[src/rtl/alu_ctrl_seq.sv]
// Registered ALU control decoder with mult/div sequencing; decode latency 1 cycle.
// Backpressure: InReady drops from an md accept until the MdDone cycle ends.
module alu_ctrl_seq #(
  parameter int OP_W      = 4,
  parameter int FUNCT_W   = 6,
  parameter int CTRL_W    = 4,
  parameter int MD_CYCLES = 32,
  parameter int CNT_W     = 8
) (
  input  logic               clk,
  input  logic               rst_n,
  input  logic               InValid,
  output logic               InReady,
  input  logic [OP_W-1:0]    ALUOpSignal,
  input  logic [FUNCT_W-1:0] InstFunct,
  output logic               OutValid,
  output logic [CTRL_W-1:0]  ALUControlBit,
  output logic               IllegalOp,
  output logic               MdStart,
  output logic               MdBusy,
  output logic               MdDone,
  output logic               HiLoWrite
);

  if (CTRL_W < 4) begin : gBadCtrlW
    $error("alu_ctrl_seq: CTRL_W must be at least 4");
  end
  if ((MD_CYCLES - 1) >= (2 ** CNT_W) || MD_CYCLES < 1) begin : gBadMdCycles
    $error("alu_ctrl_seq: MD_CYCLES-1 does not fit in CNT_W bits");
  end

  localparam logic [CTRL_W-1:0] CodeAnd  = CTRL_W'(4'b0000);
  localparam logic [CTRL_W-1:0] CodeOr   = CTRL_W'(4'b0001);
  localparam logic [CTRL_W-1:0] CodeAdd  = CTRL_W'(4'b0010);
  localparam logic [CTRL_W-1:0] CodeNor  = CTRL_W'(4'b0011);
  localparam logic [CTRL_W-1:0] CodeSll  = CTRL_W'(4'b0100);
  localparam logic [CTRL_W-1:0] CodeSrl  = CTRL_W'(4'b0101);
  localparam logic [CTRL_W-1:0] CodeSub  = CTRL_W'(4'b0110);
  localparam logic [CTRL_W-1:0] CodeSlt  = CTRL_W'(4'b0111);
  localparam logic [CTRL_W-1:0] CodeXor  = CTRL_W'(4'b1000);
  localparam logic [CTRL_W-1:0] CodeSltu = CTRL_W'(4'b1001);
  localparam logic [CTRL_W-1:0] CodeSra  = CTRL_W'(4'b1010);
  localparam logic [CTRL_W-1:0] CodeNop  = CTRL_W'(4'b1111);

  localparam logic [OP_W-1:0] OpMem   = OP_W'(4'b0000);
  localparam logic [OP_W-1:0] OpBr    = OP_W'(4'b0001);
  localparam logic [OP_W-1:0] OpRType = OP_W'(4'b0010);
  localparam logic [OP_W-1:0] OpAddi  = OP_W'(4'b0011);
  localparam logic [OP_W-1:0] OpAndi  = OP_W'(4'b0100);
  localparam logic [OP_W-1:0] OpOri   = OP_W'(4'b0101);
  localparam logic [OP_W-1:0] OpSlti  = OP_W'(4'b0110);
  localparam logic [OP_W-1:0] OpSltiu = OP_W'(4'b0111);
  localparam logic [OP_W-1:0] OpXori  = OP_W'(4'b1000);

  localparam logic [CNT_W-1:0] CntLoad = CNT_W'(MD_CYCLES - 1);

  typedef enum logic [1:0] {
    IDLE = 2'd0,
    BUSY = 2'd1,
    DONE = 2'd2
  } state_t;

  state_t            state, nextState;
  logic [CNT_W-1:0]  cnt, nextCnt;
  logic [CTRL_W-1:0] decCode;
  logic              decIllegal;
  logic              decMd;
  logic              accept;

  always_comb begin
    decCode    = CodeNop;
    decIllegal = 1'b0;
    decMd      = 1'b0;
    case (ALUOpSignal)
      OpMem:   decCode = CodeAdd;
      OpBr:    decCode = CodeSub;
      OpAddi:  decCode = CodeAdd;
      OpAndi:  decCode = CodeAnd;
      OpOri:   decCode = CodeOr;
      OpSlti:  decCode = CodeSlt;
      OpSltiu: decCode = CodeSltu;
      OpXori:  decCode = CodeXor;
      OpRType: begin
        case (InstFunct)
          FUNCT_W'(6'b100100): decCode = CodeAnd;
          FUNCT_W'(6'b100101): decCode = CodeOr;
          FUNCT_W'(6'b100000),
          FUNCT_W'(6'b100001): decCode = CodeAdd;
          FUNCT_W'(6'b100111): decCode = CodeNor;
          FUNCT_W'(6'b100110): decCode = CodeXor;
          FUNCT_W'(6'b000000): decCode = CodeSll;
          FUNCT_W'(6'b000010): decCode = CodeSrl;
          FUNCT_W'(6'b000011): decCode = CodeSra;
          FUNCT_W'(6'b100010),
          FUNCT_W'(6'b100011): decCode = CodeSub;
          FUNCT_W'(6'b101010): decCode = CodeSlt;
          FUNCT_W'(6'b101011): decCode = CodeSltu;
          // mult/multu/div/divu: ALU idles with NOP while the md unit runs
          FUNCT_W'(6'b011000),
          FUNCT_W'(6'b011001),
          FUNCT_W'(6'b011010),
          FUNCT_W'(6'b011011): decMd = 1'b1;
          default:             decIllegal = 1'b1;
        endcase
      end
      default: decIllegal = 1'b1;
    endcase
  end

  assign InReady = rst_n && (state == IDLE);
  assign accept  = InValid && InReady;

  // The MdStart cycle is spent in BUSY with the counter frozen, so MdBusy
  // covers exactly MD_CYCLES cycles and MdDone lands MD_CYCLES+1 after accept.
  always_comb begin
    nextState = state;
    nextCnt   = cnt;
    case (state)
      IDLE: begin
        if (accept && decMd) begin
          nextState = BUSY;
          nextCnt   = CntLoad;
        end
      end
      BUSY: begin
        if (!MdStart) begin
          if (cnt == '0) begin
            nextState = DONE;
          end else begin
            nextCnt = cnt - 1'b1;
          end
        end
      end
      DONE:    nextState = IDLE;
      default: nextState = IDLE;
    endcase
  end

  always_ff @(posedge clk or negedge rst_n) begin
    if (!rst_n) begin
      state <= IDLE;
      cnt   <= '0;
    end else begin
      state <= nextState;
      cnt   <= nextCnt;
    end
  end

  always_ff @(posedge clk or negedge rst_n) begin
    if (!rst_n) begin
      OutValid      <= 1'b0;
      ALUControlBit <= CodeNop;
      IllegalOp     <= 1'b0;
      MdStart       <= 1'b0;
    end else begin
      OutValid <= accept;
      MdStart  <= accept && decMd;
      if (accept) begin
        ALUControlBit <= decCode;
        IllegalOp     <= decIllegal;
      end
    end
  end

  assign MdBusy    = (state == BUSY) && !MdStart;
  assign MdDone    = (state == DONE);
  assign HiLoWrite = MdDone;

endmodule

[config.mk]
export PLATFORM = sky130hd
export DESIGN_NAME = alu_ctrl_seq
export DESIGN_NICKNAME = d
export VERILOG_FILES = /design/src/rtl/alu_ctrl_seq.sv
export SDC_FILE = /design/constraint.sdc
export NUM_CORES = 1
export LEC_CHECK = 0
export CORE_ASPECT_RATIO = 2
export CORE_MARGIN = 4
export CORE_UTILIZATION = 35
export DETAILED_ROUTE_END_ITERATION = 8
export PLACE_DENSITY = 0.61
export SYNTH_ARGS = -nofsm -noshare
export SYNTH_HDL_FRONTEND = slang
export SYNTH_SLANG_ARGS = --single-unit
[constraint.sdc]
create_clock -name clk -period 2.4 [get_ports clk]
set_clock_uncertainty 0.2 [all_clocks]
set_input_delay 0.48 -clock clk [delete_from_list [all_inputs] [get_ports clk]]
set_output_delay 0.48 -clock clk [all_outputs]
set_load 0.01 [all_outputs]
==> results.md <==
Worst setup path:
- STA classifies the critical path endpoint as an output port.
- For the worst setup path, the data arrival time is between 1500 and 2000 ps.
- The worst register-to-register path has a depth of 5.
- The delay of the slowest cell on the worst path is between 500 and 600 ps.
- The critical path in this run is classified as input port to output port.
- The largest individual stage delay along the critical path comes from the cell clkdlybuf4s50_1.
- The worst setup path is launched from an input port.
- The required time at the endpoint of the critical path is 1720 ps.
- The biggest fanout along the worst timing path is 2.
- The cell that appears most often on the critical path is clkdlybuf4s50_1.
- Setup slack on the worst reg-to-reg path comes out at about 430 ps.
- Traced cell by cell, the critical path runs through clkdlybuf4s50_1, nor3b_1, clkdlybuf4s50_1.
- The startpoint identified for the worst register-to-register timing path is cnt[4].
- The worst reg2reg path endpoint is cnt[4].

Route:
- The first routing iteration left 6 violations.
- The detailed-routed wire length on met2 is approximately 1500 µm.
- In this run the remaining antenna-violating nets after routing total 0.
- The wire length on met1 is between 1000 and 1500 µm.
- The number of iterations in the first detailed-routing pass is 4.
- Using the TritonRoute via totals, the vias-per-cell ratio works out to 5.575.
- The total vias in the final route is between 1k and 1.5k.
- Wire segments on met3 add up to approximately 120 µm in the final route.
- The final routed wirelength across all metal layers is 2798 µm.
- The average routed wire per standard cell is 14.50 µm.
- After detailed routing, the number of remaining DRC violations is 0.
- After detailed routing, no signal wire sits above met4.

STA:
- The share of the cycle needed by the critical path after routing is 98.61%.
- Setup repair after global routing left no endpoint under its margin.
- The max-slew violation count is 0.
- The clock period minus worst slack is about 2400 ps.
- Final hold analysis gives a worst-case slack of roughly 300 ps.
- The final number of hold-violating endpoints is 0.
- Setup violations remaining at the end of the flow were counted as 0.
- The maximum achievable frequency is ~420 MHz.
- The pin slew with the least headroom to its limit is between 400 and 500 ps.
- The worst slew margin relative to its limit is about 70%.

Clock tree:
- The buffers inserted during post-CTS setup optimization is 0.
- The CTS tree is done.
- The clock insertion delay at the later pin of the skew report is 250 ps.
- The root buffer cell is clkbuf_8.
- Gates resized during post-CTS repair numbered 0.
- The clock passes through at most 2 buffers.
- The number of CTS-inserted buffers is 3.
- Clock tree synthesis found a total of 17 sinks.
- Clock-pin slew was measured on the worst setup and hold paths at about 60 ps.
- The number of levels in the clock H-tree is 1.
- The number of hold buffers added after CTS is 0.

Yosys:
- The count of cell types in the netlist is 48.
- The post-synthesis share of cell area spent on full adders, half adders and majority gates is 2.200%.
- The average footprint of a synthesized cell is 9.099 µm².
- The share of the synthesized area in compound gates (AO/OA/AOI/OAI) is between 20% and 30%.
- The simple-gate area share of the yosys netlist is between 20% and 30%.
- The cell count after synthesis came out at about 130.
- The flip-flop and latch count after synthesis is 17.
- After synthesis, the share of flip-flops with an asynchronous set or reset is 100.0%.
- The number of nets in the synthesized netlist is 140.
- For this run, the leading register cell type out of synthesis is dfrtp_1.
- The Yosys step of the flow raised 0 warnings.
- The share of synthesized area occupied by flip-flops and latches is approximately 38%.
- The synthesized design contains 0 enable-type register cells.
- The post-synthesis xor/xnor area fraction is 3.850%.
- The mux share of post-synthesis cell area is 1.760%.
- After synthesis, the largest family of logic cells by area is simple AND/OR/NAND/NOR gates.
- The cell area after synthesis is about 0.0011 mm².

Final layout:
- The repair_antennas step left the layout with diodes totalling 0.
- Relative to the synthesized area, the layout overhead comes to 35.20%.
- After filler insertion, the fill cell instance count of the layout stands at ~310.
- The final cell utilization of the core is 48.71%.
- After routing the design area is around 0.0015 mm².
- Of the cells placed in the final design, the portion with a size suffix greater than 1 is 19.14%.
- After the last flow step, the layout net total stands at approximately 180.

Placement:
- Detailed placement ended at an HPWL of ~2300 µm.
- The total placed instance area is about 0.0015 mm².
- The final weighted congestion in routability-driven placement is between 0.8 and 0.9.
- The count of buffers inserted at the top-level ports is 23.

Floorplan:
- The initial core utilization is approximately 36%.
- The I/O pin count is 24.
- Measured along the x axis, the die boundary spans around 48 µm.
- In this run the standard cell core region covers around 0.0032 mm².
- The y dimension of the die is 88.62 µm.
- The floorplan step defined a die boundary enclosing about 0.0043 mm².
- The floorplan has 29 rows.

Min path:
- The worst hold path was traced through 2 stages.
- The class of the worst hold path is register to register.
- The hold path endpoint is ALUControlBit[0].
- The startpoint of the lowest-slack hold path is ALUControlBit[0].

Power:
- The leakage power summed over all cells is 0.0006463 µW.
- The power per cell area is between 500 and 600 mW/mm².
- Overall power consumption after layout is estimated at 867.4 µW.
- The maximum ir drop on the vdd rail is ~0.0002 V.

Global route:
- The number of global-route vias before repair is about 1.1k.
- The total congestion overflow is 0.
- Entering global routing, the biggest net connects 19 pins.
- The first global-routing pass estimated about 4600 µm of wire.
- The overall global routing resource usage is between 10% and 20%.
- The number of antenna violations at the first check in global routing came to 0.

Run status:
- The run finished with clean final reports.

Job:
- The max-capacitance violation count is 0.
-- metrics by stage --
stage | instances | setup WS, ps | setup TNS, ps
2_1_floorplan | 125 | 472.2 | 0
3_3_place_gp | 189 | -21.52 | -21.52
3_5_place_dp | 189 | -35.85 | -101.1
4_1_cts | 193 | 25.24 | 0
6_report | 193 | 33.43 | 0
5_1_grt | 193 | 0.2369 | 0
-- cells by family after synthesis --
logic type               count (synthesis)
XOR/XNOR                                 5
multiplexers                             2
adder cells (fa/ha/maj)                  2
flip-flops                              17
buffers and inverters                   12
AO/OA/AOI/OAI                           37
AND/OR/NAND/NOR                         50
-- per-layer routing --
layer  global-route usage (%)  vias up
li1                         -      537
met1                    12.58      492
met2                    26.31       34
met3                    2.024       13
met4                    10.33        0
met5                        0        -
-- area by class of cell --
| class | count | area, µm² | area share [%] |
|---|---|---|---|
| Tap cell | 31 | 38.79 | 2.522 |
| Clock buffer | 4 | 45.04 | 2.929 |
| Multi-Input combinational cell | 96 | 650.6 | 42.31 |
| Inverter | 6 | 22.52 | 1.465 |
| Timing Repair Buffer | 39 | 350.3 | 22.78 |
| Sequential cell | 17 | 430.4 | 27.99 |
-- worst max-delay path by stage --
stage / from / endpoint / cells after the start
floorplan: InstFunct[3] / ALUControlBit[1] / 6
global placement: InstFunct[0] / IllegalOp / 7
detailed placement: rst_n / cnt[0] / 8
CTS: rst_n / InReady / 3
global route: rst_n / InReady / 3
finish: rst_n / InReady / 3
-- registers in the layout, indices dropped and copies added, names as in the netlist --
signal         cells
cnt                8
ALUControlBit      4
state              2
IllegalOp          1
MdStart            1
OutValid           1
-- layout by cell type (no fill, tap or decap), types with 2 or more instances in the layout --
cell / n
dfstp_2: 4
inv_1: 6
dfrtp_1: 13
xnor2_1: 2
o21ba_2: 2
nand3_1: 2
nor3_1: 2
ha_1: 2
clkdlybuf4s50_1: 23
a211oi_1: 3
nand3b_1: 2
xor2_1: 3
o21ai_0: 4
mux2i_1: 2
buf_4: 16
o221ai_1: 2
a21oi_1: 8
nand2_1: 7
clkbuf_8: 3
nor2b_1: 4
a2bb2oi_1: 2
nand2b_1: 7
a211o_1: 3
nor2_1: 13
nand4_1: 3
-- worst max-delay path: cells and delay by family --
| kind | cells | cell delay [ps] |
|---|---|---|
| buffers and inverters | 2 | 1030 |
| AND/OR/NAND/NOR | 1 | 170 |
-- synth_stat cells (2+ instances only) --
| cell | n | area [µm²] |
|---|---|---|
| inv_1 | 6 | 22.52 |
| nand2b_1 | 7 | 43.79 |
| nand2_1 | 7 | 26.28 |
| nand3b_1 | 2 | 15.01 |
| nand3_1 | 2 | 10.01 |
| a211o_1 | 3 | 26.28 |
| o21ba_2 | 2 | 20.02 |
| dfrtp_1 | 13 | 325.3 |
| buf_4 | 2 | 15.01 |
| xnor2_1 | 2 | 17.52 |
| nor2_1 | 13 | 48.80 |
| nand4_1 | 3 | 18.77 |
| buf_2 | 3 | 15.01 |
| a2bb2oi_1 | 2 | 17.52 |
| dfstp_2 | 4 | 105.1 |
| mux2i_1 | 2 | 20.02 |
| xor2_1 | 3 | 26.28 |
| o221ai_1 | 2 | 17.52 |
| ha_1 | 2 | 25.02 |
| nor2b_1 | 4 | 25.02 |
| o21ai_0 | 4 | 20.02 |
| nor3_1 | 2 | 10.01 |
| a21oi_1 | 8 | 40.04 |
| a211oi_1 | 3 | 22.52 |
-- where the power goes --
group	switching, µW	internal [µW]
clock	91.5	118
sequential	70.8	352
combinational	111	124
total	274	594
Note: power is estimated with default switching activity, not from simulation.
==> patch: new RTL, same flow settings <==
Set the parameter `CNT_W` to 10 (it was 8).
--- a/src/rtl/alu_ctrl_seq.sv
+++ b/src/rtl/alu_ctrl_seq.sv
@@ -5,7 +5,7 @@
   parameter int FUNCT_W   = 6,
   parameter int CTRL_W    = 4,
   parameter int MD_CYCLES = 32,
-  parameter int CNT_W     = 8
+  parameter int CNT_W     = 10
 ) (
   input  logic               clk,
   input  logic               rst_n,
Function: no difference found for any inputs over 10 cycles, from zero or initial values and one cycle with rst_n low; that may be too few to reach the edited logic, so the function may still have changed.
==> patch against the original RTL <==
  * Sequential cell count rose by 2
  * Utilization fell by 0.71 points
  * Count of clock-buffer cells in the layout fell by 1
  * Setup slack improved by 140 ps
  * Total power rose by 1.5%
  * Final area rose by 13%
  * Non-clock buffer count rose by 3
  * Routed wire length rose by 15%
  * Area after synthesis rose by 14%
==> patch: results (changes against the original RTL) <==
{
  "timing.hold.worst.start": {"value": "cnt[9]", "change": "was ALUControlBit[0]"},
  "power.switching_fraction": {"value": 29.8, "unit": "%", "change": "was 31.6%"},
  "placedCellCount": {"value": 224, "change": "was 189"},
  "dpl-instance-area": {"value": 1690, "unit": "µm²", "change": "was 1490 µm²"},
  "r2r.worst_path.cells": {"value": 4, "change": "was 5"},
  "synth-seq-area-share": {"value": 37.0, "unit": "%", "change": "was 37.8%"},
  "number_of_instances_on_the_worst_hold_path": {"value": 1, "change": "was 2"},
  "fillerInstances": {"value": 352, "change": "was 308"},
  "grtUsageMet1": {"value": 14.0, "unit": "%", "change": "was 12.6%"},
  "timing.critical_path.arrival": {"value": 1550, "unit": "ps", "change": "was 1690 ps"},
  "first_global_vias": {"value": 1254, "change": "was 1,090"},
  "groute.usage.overall": {"value": 15.0, "unit": "%", "change": "was 13.7%"},
  "post_synth_fa_ha_maj_area_fraction": {"value": 0.963, "unit": "%", "change": "was 2.20%"},
  "vias_per_cell": {"value": 5.18, "change": "was 5.58"},
  "power.clock.total": {"value": 0.000216, "unit": "W", "change": "was 0.000209 W"},
  "cellLeakagePower": {"value": 0.681, "unit": "nW", "change": "was 0.646 nW"},
  "critPathLaunch": {"value": "state[1]", "change": "was rst_n"},
  "post_route_cells_drive_above_1_share": {"value": 24.6, "unit": "%", "change": "was 19.1%"},
  "postSynthCellCount": {"value": 139, "change": "was 125"},
  "grt_use_met3": {"value": 1.91, "unit": "%", "change": "was 2.02%"},
  "global_routing_usage_on_met2": {"value": 30.5, "unit": "%", "change": "was 26.3%"},
  "max-vdd-ir-drop": {"value": 222, "unit": "µV", "change": "was 203 µV"},
  "dr.first_iter.drc_count": {"value": 31, "change": "was 6"},
  "seq_power": {"value": 0.000430, "unit": "W", "change": "was 0.000423 W"},
  "seq_area": {"value": 480, "unit": "µm²", "change": "was 430 µm²"},
  "synth_mux_area_share": {"value": 3.08, "unit": "%", "change": "was 1.76%"},
  "vias": {"value": 1180, "change": "was 1,076"},
  "outcome": {"value": "finished, final reports clean", "change": "unchanged"},
  "synth_top_cells_by_area": {"value": "sky130_fd_sc_hd__dfrtp_1, sky130_fd_sc_hd__dfstp_2, sky130_fd_sc_hd__nor2_1, sky130_fd_sc_hd__xor2_1, sky130_fd_sc_hd__nand2_1", "change": "was sky130_fd_sc_hd__dfrtp_1, sky130_fd_sc_hd__dfstp_2, sky130_fd_sc_hd__nor2_1, sky130_fd_sc_hd__nand2b_1, sky130_fd_sc_hd__a21oi_1"},
  "end_point_of_the_critical_path": {"value": "MdBusy", "change": "was InReady"},
  "worstReg2RegEnd": {"value": "cnt[1]", "change": "was cnt[4]"},
  "grt_pass1_wl": {"value": 5480, "unit": "µm", "change": "was 4640 µm"},
  "synth_cell_type_count": {"value": 47, "change": "was 48"},
  "fin_nets": {"value": 194, "change": "was 178"}
}
==> patch: metrics by stage <==
| stage | worst slack (ps) | power (W) | TNS, ps |
|---|---|---|---|
| finish | 174 | 0.000881 | 0 |
| global route | 115 | 0.000937 | 0 |
| CTS | 153 | 0.000894 | 0 |
| detailed placement | -60.0 | 0.000675 | -154 |
| global placement | -28.1 | 0.000666 | -43.0 |
| floorplan | 361 | 0.000553 | 0 |
==> patch: final cells by class <==
class | count | area share (%)
Clock inverter | 1 | 0.289
Multi-Input combinational cell | 108 | 43.4
Clock buffer | 3 | 2.38
Sequential cell | 19 | 27.7
Inverter | 6 | 1.30
Timing Repair Buffer | 42 | 21.4
Tap cell | 49 | 3.54
==> patch: worst max-delay path, cell delays in order (launching register included) <==
cell,delay (ps)
sky130_fd_sc_hd__dfrtp_1,420
sky130_fd_sc_hd__or3b_4,450
sky130_fd_sc_hd__inv_1,140
sky130_fd_sc_hd__dlygate4sd2_1,290
